--- src/rtl/hpu_axil_pkg.sv ---
// rtl/hpu_axil_pkg.sv - shared types and constants for the HPU AXI-Lite command master
package hpu_axil_pkg;

  typedef enum logic [2:0] {
    ST_IDLE,
    ST_WR,
    ST_WB,
    ST_RA,
    ST_RR,
    ST_RSP
  } axil_state_e;

  localparam logic [1:0] RESP_OKAY   = 2'b00;
  localparam logic [1:0] RESP_SLVERR = 2'b10;

  // HPU register file offsets programmed through this master
  localparam logic [11:0] REG_RUN_GEN = 12'h000;
  localparam logic [11:0] REG_CONTROL = 12'h010;

  // States in which a bus transaction is in flight and the watchdog runs
  function automatic logic is_busy(input axil_state_e s);
    return (s == ST_WR) || (s == ST_WB) || (s == ST_RA) || (s == ST_RR);
  endfunction

endpackage

--- src/rtl/axil_cmd_master_if.sv ---
// rtl/axil_cmd_master_if.sv - AXI4-Lite bus bundle with master and slave views
interface axil_cmd_master_if #(
  parameter int ADDR_W = 32,
  parameter int DATA_W = 32
);

  logic [ADDR_W-1:0]   M_AXI_AWADDR;
  logic                M_AXI_AWVALID;
  logic                M_AXI_AWREADY;
  logic [DATA_W-1:0]   M_AXI_WDATA;
  logic [DATA_W/8-1:0] M_AXI_WSTRB;
  logic                M_AXI_WVALID;
  logic                M_AXI_WREADY;
  logic [1:0]          M_AXI_BRESP;
  logic                M_AXI_BVALID;
  logic                M_AXI_BREADY;
  logic [ADDR_W-1:0]   M_AXI_ARADDR;
  logic                M_AXI_ARVALID;
  logic                M_AXI_ARREADY;
  logic [DATA_W-1:0]   M_AXI_RDATA;
  logic [1:0]          M_AXI_RRESP;
  logic                M_AXI_RVALID;
  logic                M_AXI_RREADY;

  modport master (
    output M_AXI_AWADDR, M_AXI_AWVALID, M_AXI_WDATA, M_AXI_WSTRB, M_AXI_WVALID,
    output M_AXI_BREADY, M_AXI_ARADDR, M_AXI_ARVALID, M_AXI_RREADY,
    input  M_AXI_AWREADY, M_AXI_WREADY, M_AXI_BRESP, M_AXI_BVALID,
    input  M_AXI_ARREADY, M_AXI_RDATA, M_AXI_RRESP, M_AXI_RVALID
  );

  modport slave (
    input  M_AXI_AWADDR, M_AXI_AWVALID, M_AXI_WDATA, M_AXI_WSTRB, M_AXI_WVALID,
    input  M_AXI_BREADY, M_AXI_ARADDR, M_AXI_ARVALID, M_AXI_RREADY,
    output M_AXI_AWREADY, M_AXI_WREADY, M_AXI_BRESP, M_AXI_BVALID,
    output M_AXI_ARREADY, M_AXI_RDATA, M_AXI_RRESP, M_AXI_RVALID
  );

endinterface

--- src/rtl/axil_watchdog.sv ---
// rtl/axil_watchdog.sv - cycle watchdog: load clears, enable counts, expire flags the last allowed cycle
module axil_watchdog #(
  parameter int LIMIT = 1024
) (
  input  logic clk,
  input  logic resetn,
  input  logic load,
  input  logic enable,
  output logic expire
);

  localparam int CW = (LIMIT < 2) ? 1 : $clog2(LIMIT + 1);
  localparam logic [CW-1:0] LAST = CW'(LIMIT - 1);

  logic [CW-1:0] count;

  // Count busy cycles since the last load; parks on the final value
  always_ff @(posedge clk) begin
    if (!resetn) begin
      count <= '0;
    end else if (load) begin
      count <= '0;
    end else if (enable && (count != LAST)) begin
      count <= count + 1'b1;
    end
  end

  // Fires during the LIMIT-th busy cycle so the owner leaves on that edge
  assign expire = enable && (count == LAST);

endmodule

--- src/rtl/axil_cmd_master.sv ---
// rtl/axil_cmd_master.sv - single-outstanding AXI4-Lite initiator driven by a valid/ready command port; optional watchdog under AXIL_TIMEOUT_EN
module axil_cmd_master
  import hpu_axil_pkg::*;
#(
  parameter int ADDR_W         = 32,
  parameter int DATA_W         = 32,
  parameter int TIMEOUT_CYCLES = 1024
) (
  input  logic                M_AXI_ACLK,
  input  logic                M_AXI_ARESETN,

  input  logic                cmd_valid,
  output logic                cmd_ready,
  input  logic                cmd_write,
  input  logic [ADDR_W-1:0]   cmd_addr,
  input  logic [DATA_W-1:0]   cmd_wdata,
  input  logic [DATA_W/8-1:0] cmd_wstrb,

  output logic                rsp_valid,
  input  logic                rsp_ready,
  output logic [DATA_W-1:0]   rsp_rdata,
  output logic [1:0]          rsp_resp,
  output logic                rsp_timeout,

  axil_cmd_master_if.master   m_axi
);

  axil_state_e         state;
  logic [ADDR_W-1:0]   addr_q;
  logic [DATA_W-1:0]   wdata_q;
  logic [DATA_W/8-1:0] wstrb_q;
  logic                awvalid_q, wvalid_q, bready_q, arvalid_q, rready_q;
  logic                aw_done, w_done;
  logic                rsp_valid_q;
  logic [DATA_W-1:0]   rsp_rdata_q;
  logic [1:0]          rsp_resp_q;

  logic aw_hs, w_hs, b_hs, ar_hs, r_hs;
  logic cmd_accept;

  assign aw_hs      = awvalid_q && m_axi.M_AXI_AWREADY;
  assign w_hs       = wvalid_q  && m_axi.M_AXI_WREADY;
  assign b_hs       = bready_q  && m_axi.M_AXI_BVALID;
  assign ar_hs      = arvalid_q && m_axi.M_AXI_ARREADY;
  assign r_hs       = rready_q  && m_axi.M_AXI_RVALID;
  assign cmd_accept = cmd_valid && (state == ST_IDLE);

`ifdef AXIL_TIMEOUT_EN
  logic wd_expire;
  logic step_done;
  logic rsp_timeout_q;

  // A handshake that completes the current state on the expiry cycle takes priority
  assign step_done = ((state == ST_WR) && (aw_done || aw_hs) && (w_done || w_hs)) ||
                     ((state == ST_WB) && b_hs) ||
                     ((state == ST_RA) && ar_hs) ||
                     ((state == ST_RR) && r_hs);

  axil_watchdog #(
    .LIMIT (TIMEOUT_CYCLES)
  ) u_watchdog (
    .clk    (M_AXI_ACLK),
    .resetn (M_AXI_ARESETN),
    .load   (cmd_accept),
    .enable (is_busy(state)),
    .expire (wd_expire)
  );

  assign rsp_timeout = rsp_timeout_q;
`else
  // No watchdog in this build: the flag is constant low
  assign rsp_timeout = (TIMEOUT_CYCLES < 0);
`endif

  // Transaction sequencer: every bus and response output comes straight from a register
  always_ff @(posedge M_AXI_ACLK) begin
    if (!M_AXI_ARESETN) begin
      state       <= ST_IDLE;
      addr_q      <= '0;
      wdata_q     <= '0;
      wstrb_q     <= '0;
      awvalid_q   <= 1'b0;
      wvalid_q    <= 1'b0;
      bready_q    <= 1'b0;
      arvalid_q   <= 1'b0;
      rready_q    <= 1'b0;
      aw_done     <= 1'b0;
      w_done      <= 1'b0;
      rsp_valid_q <= 1'b0;
      rsp_rdata_q <= '0;
      rsp_resp_q  <= RESP_OKAY;
`ifdef AXIL_TIMEOUT_EN
      rsp_timeout_q <= 1'b0;
`endif
    end else begin
      case (state)
        ST_IDLE: begin
          if (cmd_valid) begin
            addr_q  <= {cmd_addr[ADDR_W-1:2], 2'b00};
            wdata_q <= cmd_wdata;
            wstrb_q <= cmd_wstrb;
`ifdef AXIL_TIMEOUT_EN
            rsp_timeout_q <= 1'b0;
`endif
            if (cmd_write) begin
              state     <= ST_WR;
              awvalid_q <= 1'b1;
              wvalid_q  <= 1'b1;
              aw_done   <= 1'b0;
              w_done    <= 1'b0;
            end else begin
              state     <= ST_RA;
              arvalid_q <= 1'b1;
            end
          end
        end

        ST_WR: begin
          if (aw_hs) begin
            awvalid_q <= 1'b0;
            aw_done   <= 1'b1;
          end
          if (w_hs) begin
            wvalid_q <= 1'b0;
            w_done   <= 1'b1;
          end
          if ((aw_done || aw_hs) && (w_done || w_hs)) begin
            state    <= ST_WB;
            bready_q <= 1'b1;
          end
        end

        ST_WB: begin
          if (b_hs) begin
            bready_q    <= 1'b0;
            rsp_resp_q  <= m_axi.M_AXI_BRESP;
            rsp_rdata_q <= '0;
            rsp_valid_q <= 1'b1;
            state       <= ST_RSP;
          end
        end

        ST_RA: begin
          if (ar_hs) begin
            arvalid_q <= 1'b0;
            rready_q  <= 1'b1;
            state     <= ST_RR;
          end
        end

        ST_RR: begin
          if (r_hs) begin
            rready_q    <= 1'b0;
            rsp_rdata_q <= m_axi.M_AXI_RDATA;
            rsp_resp_q  <= m_axi.M_AXI_RRESP;
            rsp_valid_q <= 1'b1;
            state       <= ST_RSP;
          end
        end

        ST_RSP: begin
          if (rsp_ready) begin
            rsp_valid_q <= 1'b0;
            state       <= ST_IDLE;
          end
        end

        default: state <= ST_IDLE;
      endcase

`ifdef AXIL_TIMEOUT_EN
      // Watchdog abort: drop every channel and report SLVERR; the interconnect needs a reset afterwards
      if (wd_expire && !step_done) begin
        awvalid_q     <= 1'b0;
        wvalid_q      <= 1'b0;
        bready_q      <= 1'b0;
        arvalid_q     <= 1'b0;
        rready_q      <= 1'b0;
        rsp_rdata_q   <= '0;
        rsp_resp_q    <= RESP_SLVERR;
        rsp_timeout_q <= 1'b1;
        rsp_valid_q   <= 1'b1;
        state         <= ST_RSP;
      end
`endif
    end
  end

  assign cmd_ready = (state == ST_IDLE);
  assign rsp_valid = rsp_valid_q;
  assign rsp_rdata = rsp_rdata_q;
  assign rsp_resp  = rsp_resp_q;

  assign m_axi.M_AXI_AWADDR  = addr_q;
  assign m_axi.M_AXI_AWVALID = awvalid_q;
  assign m_axi.M_AXI_WDATA   = wdata_q;
  assign m_axi.M_AXI_WSTRB   = wstrb_q;
  assign m_axi.M_AXI_WVALID  = wvalid_q;
  assign m_axi.M_AXI_BREADY  = bready_q;
  assign m_axi.M_AXI_ARADDR  = addr_q;
  assign m_axi.M_AXI_ARVALID = arvalid_q;
  assign m_axi.M_AXI_RREADY  = rready_q;

endmodule

--- src/flat_wrapper.sv ---
// flat-port wrapper written by rule: the top's interface ports become plain ports
module axil_cmd_master_flat import hpu_axil_pkg::*;
#(
  parameter int ADDR_W         = 32,
  parameter int DATA_W         = 32,
  parameter int TIMEOUT_CYCLES = 1024
)
  (M_AXI_ACLK, M_AXI_ARESETN, cmd_valid, cmd_ready, cmd_write, cmd_addr, cmd_wdata, cmd_wstrb, rsp_valid, rsp_ready, rsp_rdata, rsp_resp, rsp_timeout, m_axi_M_AXI_AWADDR, m_axi_M_AXI_AWVALID, m_axi_M_AXI_WDATA, m_axi_M_AXI_WSTRB, m_axi_M_AXI_WVALID, m_axi_M_AXI_BREADY, m_axi_M_AXI_ARADDR, m_axi_M_AXI_ARVALID, m_axi_M_AXI_RREADY, m_axi_M_AXI_AWREADY, m_axi_M_AXI_WREADY, m_axi_M_AXI_BRESP, m_axi_M_AXI_BVALID, m_axi_M_AXI_ARREADY, m_axi_M_AXI_RDATA, m_axi_M_AXI_RRESP, m_axi_M_AXI_RVALID);
  axil_cmd_master_if #(.ADDR_W(ADDR_W), .DATA_W(DATA_W)) m_axi_i ();
  input  logic M_AXI_ACLK;
  input  logic M_AXI_ARESETN;
  input  logic cmd_valid;
  output logic cmd_ready;
  input  logic cmd_write;
  input  logic [ADDR_W-1:0] cmd_addr;
  input  logic [DATA_W-1:0] cmd_wdata;
  input  logic [DATA_W/8-1:0] cmd_wstrb;
  output logic rsp_valid;
  input  logic rsp_ready;
  output logic [DATA_W-1:0] rsp_rdata;
  output logic [1:0] rsp_resp;
  output logic rsp_timeout;
  output wire logic [$bits(m_axi_i.M_AXI_AWADDR)-1:0] m_axi_M_AXI_AWADDR;
  output wire logic [$bits(m_axi_i.M_AXI_AWVALID)-1:0] m_axi_M_AXI_AWVALID;
  output wire logic [$bits(m_axi_i.M_AXI_WDATA)-1:0] m_axi_M_AXI_WDATA;
  output wire logic [$bits(m_axi_i.M_AXI_WSTRB)-1:0] m_axi_M_AXI_WSTRB;
  output wire logic [$bits(m_axi_i.M_AXI_WVALID)-1:0] m_axi_M_AXI_WVALID;
  output wire logic [$bits(m_axi_i.M_AXI_BREADY)-1:0] m_axi_M_AXI_BREADY;
  output wire logic [$bits(m_axi_i.M_AXI_ARADDR)-1:0] m_axi_M_AXI_ARADDR;
  output wire logic [$bits(m_axi_i.M_AXI_ARVALID)-1:0] m_axi_M_AXI_ARVALID;
  output wire logic [$bits(m_axi_i.M_AXI_RREADY)-1:0] m_axi_M_AXI_RREADY;
  input wire logic [$bits(m_axi_i.M_AXI_AWREADY)-1:0] m_axi_M_AXI_AWREADY;
  input wire logic [$bits(m_axi_i.M_AXI_WREADY)-1:0] m_axi_M_AXI_WREADY;
  input wire logic [$bits(m_axi_i.M_AXI_BRESP)-1:0] m_axi_M_AXI_BRESP;
  input wire logic [$bits(m_axi_i.M_AXI_BVALID)-1:0] m_axi_M_AXI_BVALID;
  input wire logic [$bits(m_axi_i.M_AXI_ARREADY)-1:0] m_axi_M_AXI_ARREADY;
  input wire logic [$bits(m_axi_i.M_AXI_RDATA)-1:0] m_axi_M_AXI_RDATA;
  input wire logic [$bits(m_axi_i.M_AXI_RRESP)-1:0] m_axi_M_AXI_RRESP;
  input wire logic [$bits(m_axi_i.M_AXI_RVALID)-1:0] m_axi_M_AXI_RVALID;
  assign m_axi_M_AXI_AWADDR = m_axi_i.M_AXI_AWADDR;
  assign m_axi_M_AXI_AWVALID = m_axi_i.M_AXI_AWVALID;
  assign m_axi_M_AXI_WDATA = m_axi_i.M_AXI_WDATA;
  assign m_axi_M_AXI_WSTRB = m_axi_i.M_AXI_WSTRB;
  assign m_axi_M_AXI_WVALID = m_axi_i.M_AXI_WVALID;
  assign m_axi_M_AXI_BREADY = m_axi_i.M_AXI_BREADY;
  assign m_axi_M_AXI_ARADDR = m_axi_i.M_AXI_ARADDR;
  assign m_axi_M_AXI_ARVALID = m_axi_i.M_AXI_ARVALID;
  assign m_axi_M_AXI_RREADY = m_axi_i.M_AXI_RREADY;
  assign m_axi_i.M_AXI_AWREADY = m_axi_M_AXI_AWREADY;
  assign m_axi_i.M_AXI_WREADY = m_axi_M_AXI_WREADY;
  assign m_axi_i.M_AXI_BRESP = m_axi_M_AXI_BRESP;
  assign m_axi_i.M_AXI_BVALID = m_axi_M_AXI_BVALID;
  assign m_axi_i.M_AXI_ARREADY = m_axi_M_AXI_ARREADY;
  assign m_axi_i.M_AXI_RDATA = m_axi_M_AXI_RDATA;
  assign m_axi_i.M_AXI_RRESP = m_axi_M_AXI_RRESP;
  assign m_axi_i.M_AXI_RVALID = m_axi_M_AXI_RVALID;
  axil_cmd_master #(.ADDR_W(ADDR_W), .DATA_W(DATA_W), .TIMEOUT_CYCLES(TIMEOUT_CYCLES)) u_core (.M_AXI_ACLK(M_AXI_ACLK), .M_AXI_ARESETN(M_AXI_ARESETN), .cmd_valid(cmd_valid), .cmd_ready(cmd_ready), .cmd_write(cmd_write), .cmd_addr(cmd_addr), .cmd_wdata(cmd_wdata), .cmd_wstrb(cmd_wstrb), .rsp_valid(rsp_valid), .rsp_ready(rsp_ready), .rsp_rdata(rsp_rdata), .rsp_resp(rsp_resp), .rsp_timeout(rsp_timeout), .m_axi(m_axi_i));
endmodule
--- config.mk ---
export PLATFORM = sky130hd
export DESIGN_NAME = axil_cmd_master_flat
export DESIGN_NICKNAME = d
export VERILOG_FILES = /design/src/rtl/hpu_axil_pkg.sv /design/src/rtl/axil_cmd_master_if.sv /design/src/rtl/axil_watchdog.sv /design/src/rtl/axil_cmd_master.sv /design/src/flat_wrapper.sv
export SDC_FILE = /design/constraint.sdc
export NUM_CORES = 1
export LEC_CHECK = 0
export CAP_MARGIN = 20
export CORE_ASPECT_RATIO = 1.25
export CORE_MARGIN = 1
export CORE_UTILIZATION = 43
export CTS_BUF_LIST = sky130_fd_sc_hd__clkbuf_2 sky130_fd_sc_hd__clkbuf_4 sky130_fd_sc_hd__clkbuf_8
export DETAILED_ROUTE_END_ITERATION = 12
export GPL_TIMING_DRIVEN = 1
export PLACE_DENSITY = 0.94
export SYNTH_ARGS = -nofsm -noshare
export SYNTH_HDL_FRONTEND = slang
export SYNTH_SLANG_ARGS = --single-unit
--- constraint.sdc ---
create_clock -name M_AXI_ACLK -period 3.15 [get_ports M_AXI_ACLK]
set_clock_uncertainty 0.05 [all_clocks]
set_input_delay 0.63 -clock M_AXI_ACLK [delete_from_list [all_inputs] [get_ports M_AXI_ACLK]]
set_output_delay 0.63 -clock M_AXI_ACLK [all_outputs]
set_load 0.01 [all_outputs]
After elaboration in Yosys (flattened, before gate mapping) --
Index checks and enable logic that the tools add are counted.
Cells by class: add/sub/neg operators 0, bitwise operators 0, reductions and logical operators 24, mux-type cells 40, multipliers 0, eq/ne operators 15, divide/modulo/power cells 0, shift-type cells 0, order comparisons 0
Operators with widths (count):
- 2-to-1 mux 32 bit | 2
- one-hot mux 32 bit (2 select lines) | 1
- 2-to-1 mux 1 bit | 18
- 2-to-1 mux 3 bit | 6
- one-hot mux 3 bit (6 select lines) | 1
- AND reduction 4 bit | 4
- != test 2 x 1 -> 1 bit (second input constant) | 7
- one-hot mux 1 bit (2 select lines) | 7
- nonzero test 2 bit | 5
- AND reduction 3 bit | 3
- equality test 3 x 2 -> 1 bit (second input constant) | 2
- equality test 3 bit (second input constant) | 2
- logical AND 1 bit | 6
- 2-to-1 mux 2 bit | 3
- != test 2 bit (second input constant) | 3
- AND reduction 6 bit | 1
- one-hot mux 2 bit (2 select lines) | 1
- equality test 3 x 1 -> 1 bit (second input constant) | 1
- zero test 3 bit | 1
- one-hot mux 1 bit (3 select lines) | 1
- nonzero test 3 bit | 1
- logical OR 1 bit | 2
- AND reduction 2 bit | 1
Storage, ports and cells: latch bits 0, input bits 114, output and inout port bits 142, register bits after elaboration 111, memories kept 0, memory bits (read-only) 0, bits in writable memories 0

Logic depth before layout (Yosys ltp) --
Gate-level depths: netlist of run 1.
depth in word-level cells 5, depth in mapped cells 8

Worst setup path before layout of run 1 --
No wires, ideal clock.
path kind input to register, from input port m_axi_M_AXI_BVALID, to register u_core.rsp_rdata_q[10], in the netlist u_core.rsp_rdata[10], setup slack 1.526 ns, setup time 0.117 ns, path buffers 1, arrival 1.457 ns, stages 6, data required time 2.983 ns, cells stage by stage nand2_1 -> a22oi_4 -> nand2_2 -> buf_4 -> a22oi_2 -> nor2b_1
Between the ends: cells in the longest elaborated chain, start to end 3
RTL lines:
- start: declaration | line flat_wrapper.sv:35 | input wire logic [$bits(m_axi_i.M_AXI_BVALID)-1:0] m_axi_M_AXI_BVALID;
- logical AND 1 bit | line axil_cmd_master.sv:43 | assign b_hs = bready_q && m_axi.M_AXI_BVALID;
- != test 2 x 1 -> 1 bit (no source line)
- AND reduction 3 bit (no source line)
- end signal: assignment | line axil_cmd_master.sv:154 | rsp_rdata_q <= m_axi.M_AXI_RDATA;
- end: declaration | line axil_cmd_master.sv:35 | logic [DATA_W-1:0] rsp_rdata_q;
No other way between the ends. A chain may end at the register's enable or synchronous reset.

Final worst setup path of run 1 --
from register u_core.state[0], to output port cmd_ready
Between the ends: cells in the longest elaborated chain, start to end 1
RTL lines:
- start: declaration | line axil_cmd_master.sv:28 | axil_state_e state;
- start signal: assignment | line axil_cmd_master.sv:78 | state <= ST_IDLE;
- start signal: assignment | line axil_cmd_master.sv:106 | state <= ST_WR;
- start signal: assignment | line axil_cmd_master.sv:112 | state <= ST_RA;
- zero test 3 bit
- end: declaration | line flat_wrapper.sv:13 | output logic cmd_ready;
No other way between the ends.

==> run summary, run 1 <==
Switching portion of total power: 0.3484
Share of the synthesized area in the top cell type: 0.4682
Pwr dens: 637.4 nW/µm²
Post-synthesis mux area share: 0.004746
Nets: 831
I/O Buffers: 248
Startpoint types: flop
Num ports: 256
Pin count of the biggest net entering global routing: 59
Num rows: 42
DPL Wire Length: 9649 µm
Placeable Area: 10670 µm²
Worst-path fanout max: 16
RSZ-0062 raised after global routing: false
Netlist cell types: 33
Final setup fails: 0
CP required: 2.47 ns
P_leak: 0.002518 µW
Peak VDD IR: 0.3979 mV
Syn avg cell area: 9.109 µm²
CTS clk-pin slew, worst paths: 0.10 ns
Yosys warns: 0
Initial Util: 0.4449
Main synth FF type: dfxtp_1
Area of the mapped netlist: 4746 µm²
Synth top area cells: dfxtp_1 (47%), nand2_1 (12%), a22oi_2 (7.6%)
Final Instance Area: 7219 µm²
DR vias: 4243
EDFF count, synth: 0
Global route total overflow: 0
CTS Buffer Depth: 2
Xor and xnor fraction of the mapped netlist area: 0
DIE AREA: 11460 µm²
Outcome: finished, final reports clean
Non-Filler Instances: 854
CTS Hold Buffers Added: 0
Gate Count Post-Synth: 521
Share of layout cells above drive strength 1: 0.08726
Seq/Total Area, Yosys: 0.4682
Initial DRC Count: 115
GR Util All Layers: 0.2217
FF+latch area: 2222 µm²
Fin Setup TNS: 0 ns
Switching pwr: 1603 µW
Internal power: 2998 µW
Logic gate share of total power: 0.403
Initial antenna violation count: 0
Sequential group share of total power: 0.403
Post-CTS Repair Setup Buffers: 0
Worst-Skew Late Latency: 0.37 ns
Wire length of the first global-routing pass: 19610 µm
Main combinational cell family by area after synthesis: compound AO/OA/AOI/OAI gates
Async SR Flop Fraction: 0
Slew HR: 0.4604
Fin. Hold Viols: 0
H-tree depth: 3
DRC violations left: 0
N_diodes: 0
Die H: 119.5 µm
Fmax: 401.0 MHz
Routed Antenna Nets: 0
First-pass DRT Iterations: 5
CTS-repair resized insts: 0
Die W: 95.97 µm
Area of the multi-input gates: 2053 µm²
CTS tree: yes
Crit path DAT: 1.81 ns
Placed Area: 7008 µm²
Post-synthesis register bit count: 111
Number of fill cells in the layout: 758
Final period util: 0.7917
Vias in the first global route: 4151
WL/cell: 15.06 µm
Tmin final: 2.494 ns
Hold/Removal Path Class: reg2reg
Worst slew pin tran: 0.8094 ns
Setup crit end kind: output pin
Routed Wire Length: 12860 µm
Clock Power Share: 0.193
Post-synthesis simple-gate area fraction: 0.1972
Max-slew violation count: 0
DR vias/cell: 4.968
Num CTS Buffers: 9
Synthesis-to-finish area growth: 52.12%
Largest area contributor in the netlist: dfxtp_1
DP Cell Count: 838
Max-cap violations: 0
Total clock sinks: 111
Critical path class: reg2out
Post-synthesis compound-gate area fraction: 0.2257
GP Congestion: 0.8264
CTS Root Cell: clkbuf_8
Post-synthesis adder-cell area fraction: 0
-- layout make-up --
type	count	share of cell area
Timing Repair Buffer	254	0.3546
Sequential cell	111	0.3078
Multi-Input combinational cell	339	0.2844
Tap cell	132	0.02288
Clock buffer	11	0.02010
Clock inverter	5	0.009185
Inverter	2	0.001040
-- Yosys cell counts (2+ instances only) --
library cell	count
a21oi_1	11
dfxtp_1	111
nor3b_4	2
a22oi_1	3
and2_1	2
inv_1	2
nor2_1	9
nand3_1	2
clkbuf_1	17
mux2_2	2
a22oi_2	29
a21boi_1	20
nor3_1	4
buf_6	5
buf_2	8
o21ai_0	5
a21boi_0	48
buf_4	43
o211a_1	3
nor2b_1	34
nand2b_1	4
nand2_1	146
-- power groups by stage --
stage               Sequential (µW)  Combinational [µW]  Clock, µW
floorplan                      1910                1030          0
CTS                            1860                1870        920
global placement               1860                1800          0
finish                         1860                1860        890
global route                   1890                2020        974
detailed placement             1890                1860          0
-- per-layer routing --
layer / track usage / up-vias / part of all wire
met5: 0 / - / 0
met4: 0.09701 / 0 / 0.026
met3: 0.07152 / 28 / 0.088
met2: 0.4067 / 194 / 0.51
met1: 0.2217 / 1948 / 0.37
li1: - / 2073 / -
-- through the flow --
step | util | worst slack, ns | total power (µW) | hold WS, ns
2_1_floorplan | - | 1.526 | 2946 | 0.3728
3_3_place_gp | 0.6569 | 0.6788 | 3660 | 0.3906
3_5_place_dp | 0.6569 | 0.5948 | 3753 | 0.4034
4_1_cts | 0.6768 | 0.6276 | 4646 | 0.4191
5_1_grt | 0.6768 | 0.5247 | 4880 | 0.4340
6_report | 0.6768 | 0.6562 | 4602 | 0.4148
-- cell families after synthesis --
kind of cell,count (synthesis)
AOI/OAI and AO/OA,125
buffers and inverters,75
DFF,111
muxes,2
other,1
and+or+nand+nor,207
-- worst paths after layout --
check,start,cells past startpoint,end,slack [ns]
worst min register to register,u_core.m_axi.M_AXI_WDATA[29],2,u_core.m_axi.M_AXI_WDATA[29],0.41
worst max-delay path,u_core.state[0],2,cmd_ready,0.66
worst max register to register,u_core.state[0],5,u_core.m_axi.M_AXI_WDATA[9],0.89
worst min-delay path,u_core.m_axi.M_AXI_WDATA[29],2,u_core.m_axi.M_AXI_WDATA[29],0.41
-- critical path, cell delays in order, from the launching register on --
cell and delay [ns]:
dfxtp_1 0.54, nor3_4 0.31, clkdlybuf4s50_1 0.60
-- cells in the final DEF (no fill, tap or decap), drive strengths merged, types with 2 or more instances in the layout --
master	synthesis	routed
clkdlybuf4s50	0	247
nand2	147	147
dfxtp	111	111
a21boi	68	68
nor2b	34	34
a22oi	33	33
a21oi	11	11
clkbuf	17	11
nor2	9	9
buf	56	7
o21ai	5	5
conb	1	5
nor3	5	5
nand2b	4	4
o211a	3	3
nor3b	3	3
inv	2	3
and2	2	2
mux2	2	2
nand3	2	2
clkinv	0	2
-- flip-flops by register name, summed over array words and instances (netlist names) --
signal                      cells
u_core.aw_done                  1
u_core.m_axi.M_AXI_ARADDR      30
u_core.m_axi.M_AXI_ARVALID      1
u_core.m_axi.M_AXI_AWVALID      1
u_core.m_axi.M_AXI_BREADY       1
u_core.m_axi.M_AXI_RREADY       1
u_core.m_axi.M_AXI_WDATA       32
u_core.m_axi.M_AXI_WSTRB        4
u_core.m_axi.M_AXI_WVALID       1
u_core.rsp_rdata               32
u_core.rsp_resp                 2
u_core.rsp_valid                1
u_core.state                    3
u_core.w_done                   1
Note: power is estimated with default switching activity, not from simulation.
==> run 2, diff against run 1 <==
- CORE_UTILIZATION: 43 -> 40
- PLACE_DENSITY: 0.94 -> 0.89
- clock period: 3.15 -> 2.32 ns (I/O delays scaled with it)
==> run 2 against run 1 <==
Net effect:
- die area grew 7.4%
- sequential power is 35% higher
- highest routed layer unchanged
- combinational power up 40%
- sequential cell count stayed put
- final area rose by 0.73%
- worst hold slack got worse by 0.0082 ns
- worst setup slack got worse by 0.50 ns
==> run summary, run 2 (synthesis results as in run 1) <==
DIE AREA: 12310 µm²
CTS tree: yes
Synthesis-to-finish area growth: 53.23%
Pin count of the biggest net entering global routing: 58
Setup crit end kind: output pin
Num CTS Buffers: 9
Reg2Reg Depth: 6
Min-Delay Path Depth: 2
Routed Wire Length: 12280 µm
Outcome: finished, final reports clean
Most frequent cells in the layout: clkdlybuf4s50_1 (247), nand2_1 (145), dfxtp_1 (109)
CTS Root Cell: clkbuf_8
CTS Buffer Depth: 2
Max-slew violation count: 0
P_leak: 0.002540 µW
Hold/Removal Path Class: reg2reg
GP Congestion: 0.8306
Num rows: 44
CP required: 1.81 ns
Global route total overflow: 0
DR vias: 4201
Startpoint types: flop
I/O Buffers: 248
Peak VDD IR: 0.4139 mV
First-pass DRT Iterations: 4
Placeable Area: 11560 µm²
Fin Setup TNS: 0 ns
Post-CTS Repair Setup Buffers: 0
WL/cell: 14.23 µm
Die W: 99.43 µm
Die H: 123.8 µm
Pwr dens: 854.3 nW/µm²
Number of fill cells in the layout: 909
Max-cap violations: 0
Num ports: 256
H-tree depth: 3
Total clock sinks: 111
DRC violations left: 0
RSZ-0062 raised after global routing: false
Nets: 834
Final Util: 0.6290
Wire length of the first global-routing pass: 18900 µm
GR Util All Layers: 0.1929
Vias in the first global route: 4025
Fmax: 461.9 MHz
DR vias/cell: 4.868
Critical path class: reg2out
Initial DRC Count: 111
Routed Antenna Nets: 0
Initial antenna violation count: 0
Crit path DAT: 1.65 ns
CTS clk-pin slew, worst paths: 0.09 ns
Most common cell after layout, fill and taps aside: clkdlybuf4s50_1
Final setup fails: 0
Fin. Hold Viols: 0
DPL Wire Length: 9288 µm
Worst-path fanout max: 11
CTS Hold Buffers Added: 0
Share of layout cells above drive strength 1: 0.09379
Initial Util: 0.4105
Tmin final: 2.165 ns
Worst-Skew Late Latency: 0.36 ns
N_diodes: 0
Final period util: 0.9333
==> run 2: timing repair <==
item / CTS / global route
cloned: 0 / 0
endpoints found under the setup margin: 1 / 1
hold endpoints to repair: 0 / 0
resized for setup: 1 / 1
==> run 2: through the flow <==
| step | cell area [µm²] | cells | power, µW | setup WS [ns] | hold slack [ns] |
|---|---|---|---|---|---|
| finish | 7272 | 863 | 6213 | 0.1548 | 0.4066 |
| global route | 7272 | 863 | 6608 | 0.04634 | 0.4226 |
| CTS | 7271 | 863 | 6296 | 0.02578 | 0.4030 |
| detailed placement | 7076 | 847 | 5180 | 0.2591 | 0.3881 |
| global placement | 7076 | 847 | 5074 | 0.3032 | 0.3905 |
| floorplan | 4761 | 525 | 4000 | 0.7108 | 0.3728 |
==> run 2: worst paths after layout <==
| check | slack [ns] | from | end |
|---|---|---|---|
| setup / recovery | 0.15 | u_core.state[1] | cmd_ready |
| hold / removal | 0.41 | u_core.w_done | u_core.w_done |
| setup reg to reg | 0.44 | u_core.state[1] | u_core.rsp_rdata[0] |
| hold reg to reg | 0.41 | u_core.w_done | u_core.w_done |
==> run 2: area by class of cell <==
type	count	area, µm²	area share
repair buffers	257	2620	0.3603
flip-flops and latches	111	2225	0.3059
multi-input cells	339	2053	0.2823
well taps	138	172.7	0.02374
clock buffers	11	151.4	0.02082
clock inverters	5	42.54	0.005850
inverters	2	7.507	0.001032
==> run 2: report_power, final <==
part           total [µW]  internal [µW]  switching, µW
combinational        2600           1370           1230
sequential           2510           2240            276
clock                1100            458            640
==> run 2: routing by layer <==
metal  GRT usage  vias up  wire length [µm]
met1      0.2032     1934              4597
met3     0.05780       19               923
met2      0.3628      171              6484
li1            -     2077                 -
met5           0        -                 0
met4     0.06893        0               275
==> run 2: worst max-delay path, stage by stage, from the launching register on <==
cell and delay [ns]:
dfxtp_1 0.47, nor3_4 0.23, clkdlybuf4s50_1 0.60
